**src/rtl/axi_rd_arbiter_2to1.sv**
```systemverilog
// Two-port AXI4 read arbiter: round-robin AR with source tag in the ID MSB, R routed back by tag.
// Optional perf counters are compiled in when AXI_RD_ARB_PERF_EN is defined.
module axi_rd_arbiter_2to1 #(
    parameter int ADDR_WIDTH      = 64,
    parameter int DATA_WIDTH      = 512,
    parameter int ID_WIDTH        = 6,
    parameter int LEN_WIDTH       = 8,
    parameter int MAX_OUTSTANDING = 16
) (
    input  logic                  bcd_clk,
    input  logic                  bcd_reset,
`ifdef AXI_RD_ARB_PERF_EN
    output logic [31:0]           perf_grant0,
    output logic [31:0]           perf_grant1,
    output logic [31:0]           perf_stall,
`endif
    input  logic                  s0_arvalid,
    output logic                  s0_arready,
    input  logic [ADDR_WIDTH-1:0] s0_araddr,
    input  logic [ID_WIDTH-1:0]   s0_arid,
    input  logic [LEN_WIDTH-1:0]  s0_arlen,
    input  logic [2:0]            s0_arsize,
    output logic                  s0_rvalid,
    input  logic                  s0_rready,
    output logic [DATA_WIDTH-1:0] s0_rdata,
    output logic [ID_WIDTH-1:0]   s0_rid,
    output logic [1:0]            s0_rresp,
    output logic                  s0_rlast,
    input  logic                  s1_arvalid,
    output logic                  s1_arready,
    input  logic [ADDR_WIDTH-1:0] s1_araddr,
    input  logic [ID_WIDTH-1:0]   s1_arid,
    input  logic [LEN_WIDTH-1:0]  s1_arlen,
    input  logic [2:0]            s1_arsize,
    output logic                  s1_rvalid,
    input  logic                  s1_rready,
    output logic [DATA_WIDTH-1:0] s1_rdata,
    output logic [ID_WIDTH-1:0]   s1_rid,
    output logic [1:0]            s1_rresp,
    output logic                  s1_rlast,
    output logic                  m_arvalid,
    input  logic                  m_arready,
    output logic [ADDR_WIDTH-1:0] m_araddr,
    output logic [ID_WIDTH:0]     m_arid,
    output logic [LEN_WIDTH-1:0]  m_arlen,
    output logic [2:0]            m_arsize,
    input  logic                  m_rvalid,
    output logic                  m_rready,
    input  logic [DATA_WIDTH-1:0] m_rdata,
    input  logic [ID_WIDTH:0]     m_rid,
    input  logic [1:0]            m_rresp,
    input  logic                  m_rlast
);

    localparam logic [7:0] CNT_MAX = 8'(MAX_OUTSTANDING);

    typedef enum logic {AR_IDLE, AR_HELD} ar_state_t;

    ar_state_t             state_q, state_d;
    logic                  last_grant_q, last_grant_d;
    logic [ADDR_WIDTH-1:0] ar_addr_q, ar_addr_d;
    logic [ID_WIDTH:0]     ar_id_q, ar_id_d;
    logic [LEN_WIDTH-1:0]  ar_len_q, ar_len_d;
    logic [2:0]            ar_size_q, ar_size_d;
    logic [7:0]            count0_q, count0_d;
    logic [7:0]            count1_q, count1_d;

    logic can_take, elig0, elig1, grant0, grant1;
    logic r_sel, rlast_fire, dec0, dec1;

    // The output register can take a new request when empty or when it drains this cycle.
    always_comb begin
        can_take = (state_q == AR_IDLE) || m_arready;
        elig0    = s0_arvalid && (count0_q < CNT_MAX);
        elig1    = s1_arvalid && (count1_q < CNT_MAX);
        grant0   = !bcd_reset && can_take && elig0 && (!elig1 || last_grant_q);
        grant1   = !bcd_reset && can_take && elig1 && (!elig0 || !last_grant_q);
    end

    assign s0_arready = grant0;
    assign s1_arready = grant1;
    assign m_arvalid  = (state_q == AR_HELD);
    assign m_araddr   = ar_addr_q;
    assign m_arid     = ar_id_q;
    assign m_arlen    = ar_len_q;
    assign m_arsize   = ar_size_q;

    always_comb begin
        r_sel      = m_rid[ID_WIDTH];
        s0_rvalid  = !bcd_reset && m_rvalid && !r_sel;
        s1_rvalid  = !bcd_reset && m_rvalid && r_sel;
        m_rready   = !bcd_reset && (r_sel ? s1_rready : s0_rready);
        rlast_fire = m_rvalid && m_rready && m_rlast;
        dec0       = rlast_fire && !r_sel;
        dec1       = rlast_fire && r_sel;
    end

    assign s0_rdata = m_rdata;
    assign s1_rdata = m_rdata;
    assign s0_rresp = m_rresp;
    assign s1_rresp = m_rresp;
    assign s0_rlast = m_rlast;
    assign s1_rlast = m_rlast;
    assign s0_rid   = m_rid[ID_WIDTH-1:0];
    assign s1_rid   = m_rid[ID_WIDTH-1:0];

    always_comb begin
        state_d      = state_q;
        last_grant_d = last_grant_q;
        ar_addr_d    = ar_addr_q;
        ar_id_d      = ar_id_q;
        ar_len_d     = ar_len_q;
        ar_size_d    = ar_size_q;
        if (grant0) begin
            state_d      = AR_HELD;
            last_grant_d = 1'b0;
            ar_addr_d    = s0_araddr;
            ar_id_d      = {1'b0, s0_arid};
            ar_len_d     = s0_arlen;
            ar_size_d    = s0_arsize;
        end else if (grant1) begin
            state_d      = AR_HELD;
            last_grant_d = 1'b1;
            ar_addr_d    = s1_araddr;
            ar_id_d      = {1'b1, s1_arid};
            ar_len_d     = s1_arlen;
            ar_size_d    = s1_arsize;
        end else if (state_q == AR_HELD && m_arready) begin
            state_d = AR_IDLE;
        end
    end

    // A simultaneous accept and completion leaves the count unchanged; it never wraps below 0.
    always_comb begin
        count0_d = count0_q;
        count1_d = count1_q;
        if (grant0 && !dec0)
            count0_d = count0_q + 8'd1;
        else if (dec0 && !grant0 && count0_q != 8'd0)
            count0_d = count0_q - 8'd1;
        if (grant1 && !dec1)
            count1_d = count1_q + 8'd1;
        else if (dec1 && !grant1 && count1_q != 8'd0)
            count1_d = count1_q - 8'd1;
    end

    always_ff @(posedge bcd_clk or posedge bcd_reset) begin
        if (bcd_reset) begin
            state_q      <= AR_IDLE;
            last_grant_q <= 1'b1;
            ar_addr_q    <= '0;
            ar_id_q      <= '0;
            ar_len_q     <= '0;
            ar_size_q    <= '0;
            count0_q     <= '0;
            count1_q     <= '0;
        end else begin
            state_q      <= state_d;
            last_grant_q <= last_grant_d;
            ar_addr_q    <= ar_addr_d;
            ar_id_q      <= ar_id_d;
            ar_len_q     <= ar_len_d;
            ar_size_q    <= ar_size_d;
            count0_q     <= count0_d;
            count1_q     <= count1_d;
        end
    end

    no_underflow0: assert property (@(posedge bcd_clk) disable iff (bcd_reset)
        !(dec0 && !grant0 && count0_q == 8'd0));
    no_underflow1: assert property (@(posedge bcd_clk) disable iff (bcd_reset)
        !(dec1 && !grant1 && count1_q == 8'd0));

`ifdef AXI_RD_ARB_PERF_EN
    logic [31:0] perf_grant0_q, perf_grant0_d;
    logic [31:0] perf_grant1_q, perf_grant1_d;
    logic [31:0] perf_stall_q, perf_stall_d;

    always_comb begin
        perf_grant0_d = perf_grant0_q;
        perf_grant1_d = perf_grant1_q;
        perf_stall_d  = perf_stall_q;
        if (grant0 && perf_grant0_q != 32'hFFFF_FFFF)
            perf_grant0_d = perf_grant0_q + 32'd1;
        if (grant1 && perf_grant1_q != 32'hFFFF_FFFF)
            perf_grant1_d = perf_grant1_q + 32'd1;
        if ((s0_arvalid || s1_arvalid) && !grant0 && !grant1 && perf_stall_q != 32'hFFFF_FFFF)
            perf_stall_d = perf_stall_q + 32'd1;
    end

    always_ff @(posedge bcd_clk or posedge bcd_reset) begin
        if (bcd_reset) begin
            perf_grant0_q <= '0;
            perf_grant1_q <= '0;
            perf_stall_q  <= '0;
        end else begin
            perf_grant0_q <= perf_grant0_d;
            perf_grant1_q <= perf_grant1_d;
            perf_stall_q  <= perf_stall_d;
        end
    end

    assign perf_grant0 = perf_grant0_q;
    assign perf_grant1 = perf_grant1_q;
    assign perf_stall  = perf_stall_q;
`endif

endmodule
```
**config.mk**
```make
export PLATFORM = sky130hd
export DESIGN_NAME = axi_rd_arbiter_2to1
export DESIGN_NICKNAME = d
export VERILOG_FILES = /design/src/rtl/axi_rd_arbiter_2to1.sv
export SDC_FILE = /design/constraint.sdc
export NUM_CORES = 1
export LEC_CHECK = 0
export BUFFER_PORTS_ARGS = -buffer_cell sky130_fd_sc_hd__buf_4
export CAP_MARGIN = 10
export CELL_PAD_IN_SITES_DETAIL_PLACEMENT = 1
export CELL_PAD_IN_SITES_GLOBAL_PLACEMENT = 1
export CORE_AREA = 3 3 703 705
export DETAILED_ROUTE_END_ITERATION = 8
export DIE_AREA = 0 0 706 708
export PLACE_DENSITY = 0.3
export SLEW_MARGIN = 20
export SYNTH_ARGS = -nofsm -noshare
export SYNTH_HDL_FRONTEND = slang
export SYNTH_SLANG_ARGS = --single-unit
```
**constraint.sdc**
```tcl
create_clock -name bcd_clk -period 8 [get_ports bcd_clk]
set_input_delay 2.4 -clock bcd_clk [delete_from_list [all_inputs] [get_ports bcd_clk]]
set_output_delay 2.4 -clock bcd_clk [all_outputs]
set_load 0.02 [all_outputs]
```
# --- After elaboration in Yosys (flattened, before gate mapping) ---
# Cells that the tools add are included.
totals:
  register_bits: 100
  latchBits: 0
  ramBits: 0
  rom_bits: 0
  input_bits: 692
  output_inout_bits: 1130
  word_cells: 73
  mem_count: 0
op_classes:
  add_sub_neg: 4
  multipliers: 0
  n_div: 0
  magnitude_cmp: 2
  n_eq_ne: 0
  shift: 0
  mux: 18
  bitwise: 1
  reduce_logical: 40
op_table:
  columns: ["operator", "n"]
  rows:
  - ["two-way mux 64 bit", 2]
  - ["two-way mux 8 bit", 6]
  - ["logical AND 1 bit", 22]
  - ["adder 8 x 1 -> 8 bit (second input constant)", 2]
  - ["< comparator 8 x 5 -> 1 bit (second input constant)", 2]
  - ["nonzero test 8 bit", 2]
  - ["subtractor 8 x 1 -> 8 bit (second input constant)", 2]
  - ["two-way mux 7 bit", 2]
  - ["zero test 1 bit", 9]
  - ["two-way mux 1 bit", 6]
  - ["two-way mux 3 bit", 2]
  - ["nonzero test 2 bit", 3]
  - ["logical OR 1 bit", 3]
  - ["nonzero test 3 bit", 1]
  - ["inverter 1 bit", 1]

# --- Depth between registers and ports, before layout ---
# Gate-level depths: netlist of the first run.
depth:
  depth_word: 10
  mapped_depth: 12
  depth_no_buf: 11

# --- Worst setup path after synthesis of the first run ---
# OpenSTA, ideal clock, no wires.
synth_timing:
  path_type: "input -> output"
  startpoint: "input bcd_reset"
  endpoint: "output s0_arready"
  t_arrival_ns: 5.741
  required_time_ns: 5.600
  setup_slack_ns: -0.141
  stages: 5
  n_path_buf: 2
  path_cell_list: "inv_1 and2_1 o2111a_1 clkbuf_1 clkbuf_1"
synth_via:
  elab_chain_cells: 4
synth_rtl:
  columns: ["element", "line", "source"]
  rows:
  - ["start, declared", "11", "input logic bcd_reset,"]
  - ["zero test 1 bit (no source line)", null, null]
  - ["logical AND 1 bit (3 in series)", "76", "grant0 = !bcd_reset && can_take && elig0 && (!elig1 || last_grant_q);"]
  - ["end, declared", "18", "output logic s0_arready,"]
# No other way between the ends.

# --- Worst setup path in the final report of the first run ---
# Same ends and word-level chain as after synthesis.

==> results of run 1 <==
[report_power, final]
part	switching, mW	internal [mW]
registers	0.179	0.738
clock network	0.352	0.330
logic	0.773	0.596
total	1.30	1.66
[layer usage]
| metal | vias up | wire [um] |
|---|---|---|
| li1 | 2147 | - |
| met2 | 2263 | 129000 |
| met4 | 26 | 8400 |
| met5 | - | 1400 |
| met3 | 317 | 96500 |
| met1 | 3224 | 46500 |
[through the flow]
step / total power, mW / setup WS (ps) / instances / hold WS [ps] / util, %
2_1_floorplan: 2.41 / 745 / 1517 / 443 / -
3_3_place_gp: 2.33 / 1430 / 7189 / 465 / 3.01
3_5_place_dp: 2.33 / 1420 / 7189 / 472 / 3.01
4_1_cts: 3.10 / 1500 / 7206 / 490 / 3.09
5_1_grt: 3.23 / 1450 / 7209 / 522 / 3.09
6_report: 2.97 / 1610 / 7210 / 484 / 3.09
[worst max-delay path by stage]
stage | startpoint | to | cells after the start
after detailed placement | bcd_reset | count0_q[6] | 13
after global routing | bcd_reset | s0_arready | 5
after floorplan | bcd_reset | s0_arready | 5
after CTS | bcd_reset | s0_arready | 5
after global placement | bcd_reset | count0_q[6] | 13
final | bcd_reset | s0_arready | 5
[cell type report]
type | count | area share, %
antenna | 4 | 0.0663
timing repair buffer | 268 | 13.5
tap | 6475 | 53.6
clock inverter | 4 | 0.323
multi-input combinational | 343 | 13.6
inverter | 3 | 0.0994
clock buffer | 13 | 2.15
sequential | 100 | 16.6
[cells in the mapped netlist, drive strengths merged]
master	count
a21oi	11
o21bai	2
a21o	6
and2	3
nand4	1
nand2b	2
xor2	4
dfrtp	99
and3b	1
or3	1
buf	1044
nand3	3
mux2i	2
nor2	1
nor3	1
xnor2	10
mux2	10
ha	12
dfstp	1
nand3b	1
o21ai	5
fa	2
inv	3
a2111o	1
nand2	175
clkbuf	27
o2111a	1
nor2b	2
o21a	2
a22oi	81
nor4	3
[state kept, by name, summed over array words and instances, names as in the netlist]
| name | count |
|---|---|
| m_araddr | 64 |
| count0_q | 8 |
| count1_q | 8 |
| m_arlen | 8 |
| m_arid | 7 |
| m_arsize | 3 |
| last_grant_q | 1 |
| m_arvalid | 1 |
[worst reg2reg max path, delay by kind of cell (launching register included)]
kind                       cells  cell delay [ps]
muxes                          1              260
xor gates and xnor gates       1               80
AOI/OAI and AO/OA              6             1560
buffers and inverters          1              430
DFF                            1              450
and+or+nand+nor                1              410
adders and majority gates      1              520
[kinds of logic after synthesis]
logic type                 share of synthesized area, %
AOI/OAI and AO/OA                                  6.29
xor gates and xnor gates                          0.981
adders and majority gates                          1.52
buffers and inverters                              63.6
DFF                                                20.0
muxes                                              1.18
and+or+nand+nor                                    6.36
==> run metrics, run 1 <==
Max IR drop VDD 0.106 mV; Pwr Density a little under 200 nW/um^2; maximum clock rate between 150 and 200 MHz; Critical Path Sink Type primary output; CTS H-tree lvls 3; R2R Path Start count0_q[4]; Remaining DRCs 0; initial antenna violation count between 60 and 70; global router's overall resource usage 10.8%; total iterations of the first detailed-routing run 7; CTS tree yes; Slew Viols, Final 0; fin crit share about 80%; Post-Place Cell Area between 10000 and 15000 um^2; DR iter-0 viols ~550; most frequent cells in the layout buf_4 (266), nand2_1 (174), dfrtp_1 (99); area occupied by multi-input gates between 2000 and 2500 um^2; HP Class register to register; final net count around 1400; Mapped Avg Cell Area 8.24 um^2; vias in the first global route 7774; most common cell after layout, fill and taps aside buf_4; Distinct cells, synth 37; Die Y a little over 700 um; Clock Skew 46.2 ps; M2 GR Usage 17.6%; slew margin rel. 24.4%; delay of the slowest cell on the worst path ~530 ps; Hold Path Stages 1; hpwl dp 265000 um; Buf+Inv Stages, Crit Path 3; RSZ-0062 raised after global routing no; startpoint type of the worst setup path input port; Seq/Total Area, Yosys ~20%; run status complete, no violations; Worst EP arrival around 4000 ps; DR WL/cell between 30 and 40 um; GRT Residual Overflow 0; routed via count 7977; CP delay by family, top buffers and inverters; WS Path Type input port to primary output; die width 706 um; reg2reg setup slack ~4200 ps; die area approximately 500000 um^2; Worst-path clk slew about 120 ps; CP Data Required Time 5600 ps; Area growth, synth to finish 20.9%; filler cell count between 50000 and 60000; worst hold endpoint count1_q[7]; Post-CTS Setup Inserts 0; synthesized flop and latch total 100; Final min period between 6000 and 7000 ps; share of cells above drive strength 1 41.5%; Hold Buf Count CTS 0; # setup viols final 0; Starting Density around 2.6%; gr busiest metal met2; clock root buffer clkbuf_16; Slew @ Worst Pin 1130 ps; MaxCap Viol Count 0; synth warn 0; Final Routed Wirelength between 200000 and 300000 um; PortBufs roughly 260; FP Rows between 200 and 300; RD Place Congestion about 0.69; Skew-Pair Late Insertion Delay 550 ps; GR Layer Usage met1 just over 5%; Reg2Reg Depth 11; area leader, netlist buf_4; hold path start count1_q[7]; M3 GR Usage 17.5%; Ports approximately 1800; top cell type's share of synthesized area about 63%; CTS sink cnt 100; most frequent CP cell buf_4; syn_nets ~2200; largest net degree at the start of global routing just over 80; setup TNS 0 ps; Reg2Reg Capture Point count0_q[6]; CTS buffer count 13; Detail Route Antenna Nets 0; Post-Syn Area roughly 12000 um^2; Cell Chain, Critical Path buf_4, clkinvlp_4, and2_1, o2111a_4, buf_4; Mapped Cells roughly 1500; crit path max fanout 20; clock buffer depth 3; post-route cell area 15100 um^2; Worst path slowest cell clkinvlp_4; top cells by area, synth buf_4 (63%), dfrtp_1 (20%), nand2_1 (5.3%); Core Region about 490000 um^2; Register Area around 2500 um^2; via/cell ratio 1.11; Final Hold Viols 0; first-pass GRT wire length between 300000 and 400000 um; CTS resizes 0; leakage power 3.84 nW
(Power assumes the default switching activity.)
==> run 2, diff against run 1 <==
clock period = 5.85 ns   (was 8 ns; I/O delays follow)
==> run metrics, run 2 (synthesized netlist as in run 1, its figures left out) <==
CTS sink cnt 100; FP Rows approximately 260; Worst-path clk slew 110 ps; CTS resizes 0; Final Hold Viols 0; CTS tree yes; DR WL/cell between 30 and 40 um; fin crit share 81.3%; Detail Route Antenna Nets 0; Crit. path cell count 5; Core Region about 500000 um^2; Starting Density about 2.6%; Slew Viols, Final 0; hpwl dp 248000 um; Area growth, synth to finish 20.5%; run status complete, no violations; Clock Skew approximately 32 ps; crit path max fanout 21; P_int around 2.2 mW; Ports approximately 1800; number of flip-flops in the largest register 64; crit path to s0_arready; Skew-Pair Late Insertion Delay between 400 and 500 ps; initial antenna violation count 71; delay of the slowest cell on the worst path 460 ps; global router's overall resource usage between 10% and 20%; worst-case hold slack approximately 480 ps; Post-CTS Setup Inserts 0; share of total power in the clock network a little over a fifth; WS Path Type input port to primary output; pre-CTS setup slack between 800 and 900 ps; Final min period around 4800 ps; Setup WS post-layout roughly 1100 ps; Worst path slowest cell o2111a_4; CTS buffer count 9; Final Routed Wirelength ~260000 um; R2R Path Start count1_q[4]; first-pass GRT wire length about 280000 um; CTS H-tree lvls 3; HP Class register to register; CP Data Required Time just over 4000 ps; via/cell ratio 1.08; Layout Utilization around 3.1%; vias in the first global route around 7700; Flop pwr share 32.0%; most common cell after layout, fill and taps aside buf_4; leakage power 3.82 nW; routed via count between 7000 and 8000; Pwr Density roughly 260 nW/um^2; Die Y approximately 700 um; slew margin rel. 43.0%; PortBufs between 200 and 300; clock root buffer clkbuf_16; maximum clock rate 210 MHz; reg2reg setup slack ~2400 ps; largest net degree at the start of global routing between 60 and 70; Cell Chain, Critical Path buf_4, nand2b_1, and2_1, o2111a_4, buf_4; die width 706 um; Remaining DRCs 0; CP startpoint m_arready; switching share of total power a little over two fifths; Reg2Reg Capture Point count0_q[7]; # setup viols final 0; Critical Path Sink Type primary output; Pwr Total between 3 and 4 mW; Worst EP arrival approximately 3000 ps; most frequent cells in the layout buf_4 (268), nand2_1 (174), dfrtp_1 (99); final net count roughly 1400; Hold Buf Count CTS 0; die area around 500000 um^2; NetSw ~1.7 mW; DR iter-0 viols between 500 and 600; Gate power share 47.1%; CP delay by family, top simple AND/OR/NAND/NOR gates; GRT Residual Overflow 0; clock buffer depth 2; Max IR drop VDD between 0.15 and 0.2 mV; RSZ-0062 raised after global routing no; share of cells above drive strength 1 between 40 and 50%; MaxCap Viol Count 0; Reg2Reg Depth 11; Buf+Inv Stages, Crit Path 2; RD Place Congestion ~0.7; total iterations of the first detailed-routing run 4; most frequent CP cell buf_4; startpoint type of the worst setup path input port; Slew @ Worst Pin about 850 ps
run 2: layer usage:
layer / share of wire, % / up-vias / GRT usage (%)
met5: 0.54 / - / 1.97
met4: 3.9 / 44 / 3.21
met1: 15 / 3122 / 4.34
li1: - / 2151 / -
met2: 44 / 2128 / 15.7
met3: 37 / 350 / 17.6
run 2: worst min-delay path by stage:
stage,start,to,depth (start not counted)
final,count1_q[7],count1_q[7],1
after global routing,count1_q[7],count1_q[7],1
after CTS,count1_q[7],count1_q[7],1
after detailed placement,count1_q[7],count1_q[7],1
after global placement,count1_q[7],count1_q[7],1
after floorplan,count1_q[7],count1_q[7],1
run 2: power groups by stage:
stage	combinational, mW	clock [mW]	sequential [mW]
6_report	1.86	0.822	1.26
5_1_grt	2.05	0.895	1.31
4_1_cts	1.91	0.897	1.27
3_5_place_dp	1.91	0	1.26
3_3_place_gp	1.89	0	1.27
2_1_floorplan	1.79	0	1.52
run 2: through the flow:
step	cells	TNS [ps]	cell area (um^2)
3_3_place_gp	7190	0	14700
2_1_floorplan	1517	-88.0	12500
6_report	7210	0	15100
4_1_cts	7205	0	15000
3_5_place_dp	7190	0	14700
5_1_grt	7207	0	15000
run 2: layout make-up:
class | count | area (um^2)
Fill cell | 58400 | 474000
Clock buffer | 9 | 225
Antenna cell | 5 | 12.5
Timing Repair Buffer | 269 | 2030
Clock inverter | 6 | 105
Multi-Input combinational cell | 343 | 2060
Sequential cell | 100 | 2500
Inverter | 3 | 15.0
Tap cell | 6475 | 8100
==> run 3, diff against run 2 <==
clock period = 4.7 ns   (was 5.85 ns; I/O delays follow)
==> run metrics, run 3 (synthesized netlist as in run 1, its figures left out) <==
run status complete, no violations; maximum clock rate 256 MHz; Final min period 3910 ps; Remaining DRCs 0; Area growth, synth to finish 20.7%; Placed Cells incl. Taps between 7000 and 8000; Clock Skew roughly 26 ps; DR iter-0 viols roughly 570; GRT Residual Overflow 0; Slew @ Worst Pin roughly 880 ps; Post-CTS Setup Inserts 0; via/cell ratio approximately 1.1; CTS buffer count 9; post-route cell area 15100 um^2; Hold Buf Count CTS 0; RD Place Congestion 0.672; largest net degree at the start of global routing ~100; Detail Route Antenna Nets 0; final std cells w/o fill slightly above 7000; CTS resizes 0; number of flip-flops in the largest register 64; Ports roughly 1800; Starting Density between 2 and 3%; initial antenna violation count 71; clock buffer depth 2; final net count 1435; die width between 700 and 800 um; clock root buffer clkbuf_16; # setup viols final 0; PortBufs about 260; Register Area between 2000 and 3000 um^2; area occupied by multi-input gates around 2100 um^2; fin crit share around 83%; Core Region ~490000 um^2; slew margin rel. 41.6%; share of cells above drive strength 1 about two fifths; leakage power 3.83 nW; Final Routed Wirelength ~260000 um; Post-Place Cell Area approximately 15000 um^2; Max IR drop VDD between 0.15 and 0.2 mV; vias in the first global route 7770; Pwr Density between 300 and 400 nW/um^2; CP Data Required Time around 3300 ps; Final Hold Viols 0; filler cell count approximately 58000; RSZ-0062 raised after global routing no; WS Path Type input port to primary output; Worst-path clk slew roughly 100 ps; Skew-Pair Late Insertion Delay 440 ps; most common cell after layout, fill and taps aside buf_4; hpwl dp approximately 250000 um; first-pass GRT wire length about 280000 um; global router's overall resource usage 10.0%; Slew Viols, Final 0; CTS tree yes; DR WL/cell around 36 um; HP Class register to register; routed via count 7782; FP Rows about 260; startpoint type of the worst setup path input port; MaxCap Viol Count 0; CTS H-tree lvls 3; Critical Path Sink Type primary output; most frequent cells in the layout buf_4 (269), nand2_1 (173), dfrtp_1 (99); Worst EP arrival around 2500 ps; CTS sink cnt 100; reg2reg setup slack 1500 ps; die area around 500000 um^2; total iterations of the first detailed-routing run 5; Die Y about 700 um; crit path max fanout 5
-- run 3: changes by cell type in the layout (fill, tap and decap cells not counted) --
cell / before / now
buf_12: 1 / 3
buf_4: 268 / 269
bufinv_16: 2 / 0
clkinv_4: 0 / 1
clkinv_8: 1 / 4
diode_2: 5 / 3
inv_8: 1 / 0
nand2_1: 174 / 173
nand2_2: 0 / 1
-- run 3: metrics by stage --
step | hold slack [ps] | power, mW | TNS [ps] | setup WS [ps] | utilization [%]
2_1_floorplan | 443 | 4.11 | -4160 | -512 | -
6_report | 479 | 4.82 | 0 | 791 | 3.08
5_1_grt | 490 | 5.24 | 0 | 643 | 3.08
3_5_place_dp | 463 | 3.95 | 0 | 500 | 3.02
4_1_cts | 483 | 5.00 | 0 | 670 | 3.08
3_3_place_gp | 462 | 3.97 | 0 | 489 | 3.02
-- run 3: per-layer routing --
layer	GRT usage [%]	wire, um	share of wire, %
met1	4.55	41300	16
met2	15.2	112000	43
met3	17.4	95900	37
met4	3.37	10800	4.1
met5	1.10	937	0.36
-- run 3: cell type report --
type                            count  share of cell area (%)
Timing Repair Buffer              272                    13.8
Sequential cell                   100                    16.6
Clock buffer                        9                    1.49
Multi-Input combinational cell    343                    13.7
Antenna cell                        3                  0.0498
Clock inverter                      7                   0.605
Inverter                            3                  0.0995
Tap cell                         6475                    53.7
-- run 3: worst paths after layout --
kind                       depth (start not counted)   startpoint          end
setup / recovery                                   6    m_arready   s1_arready
hold / removal                                     1  count1_q[7]  count1_q[7]
setup reg to reg                                  11  count1_q[5]  count0_q[7]
hold reg to reg                                    1  count1_q[7]  count1_q[7]
max in group asynchronous                          3    bcd_reset  m_araddr[1]
min in group asynchronous                          3    bcd_reset  count0_q[0]
-- run 3: where the power goes --
part           switching [mW]  total [mW]  internal [mW]
registers               0.323        1.58           1.26
clock network           0.543       0.929          0.386
logic                    1.29        2.31           1.03
total                    2.15        4.82           2.67
-- run 3: worst max-delay path: stages --
cell and delay (ps):
buf_4 70, nand2b_1 90, buf_4 150, and2_1 230, and3b_4 330, buf_4 200
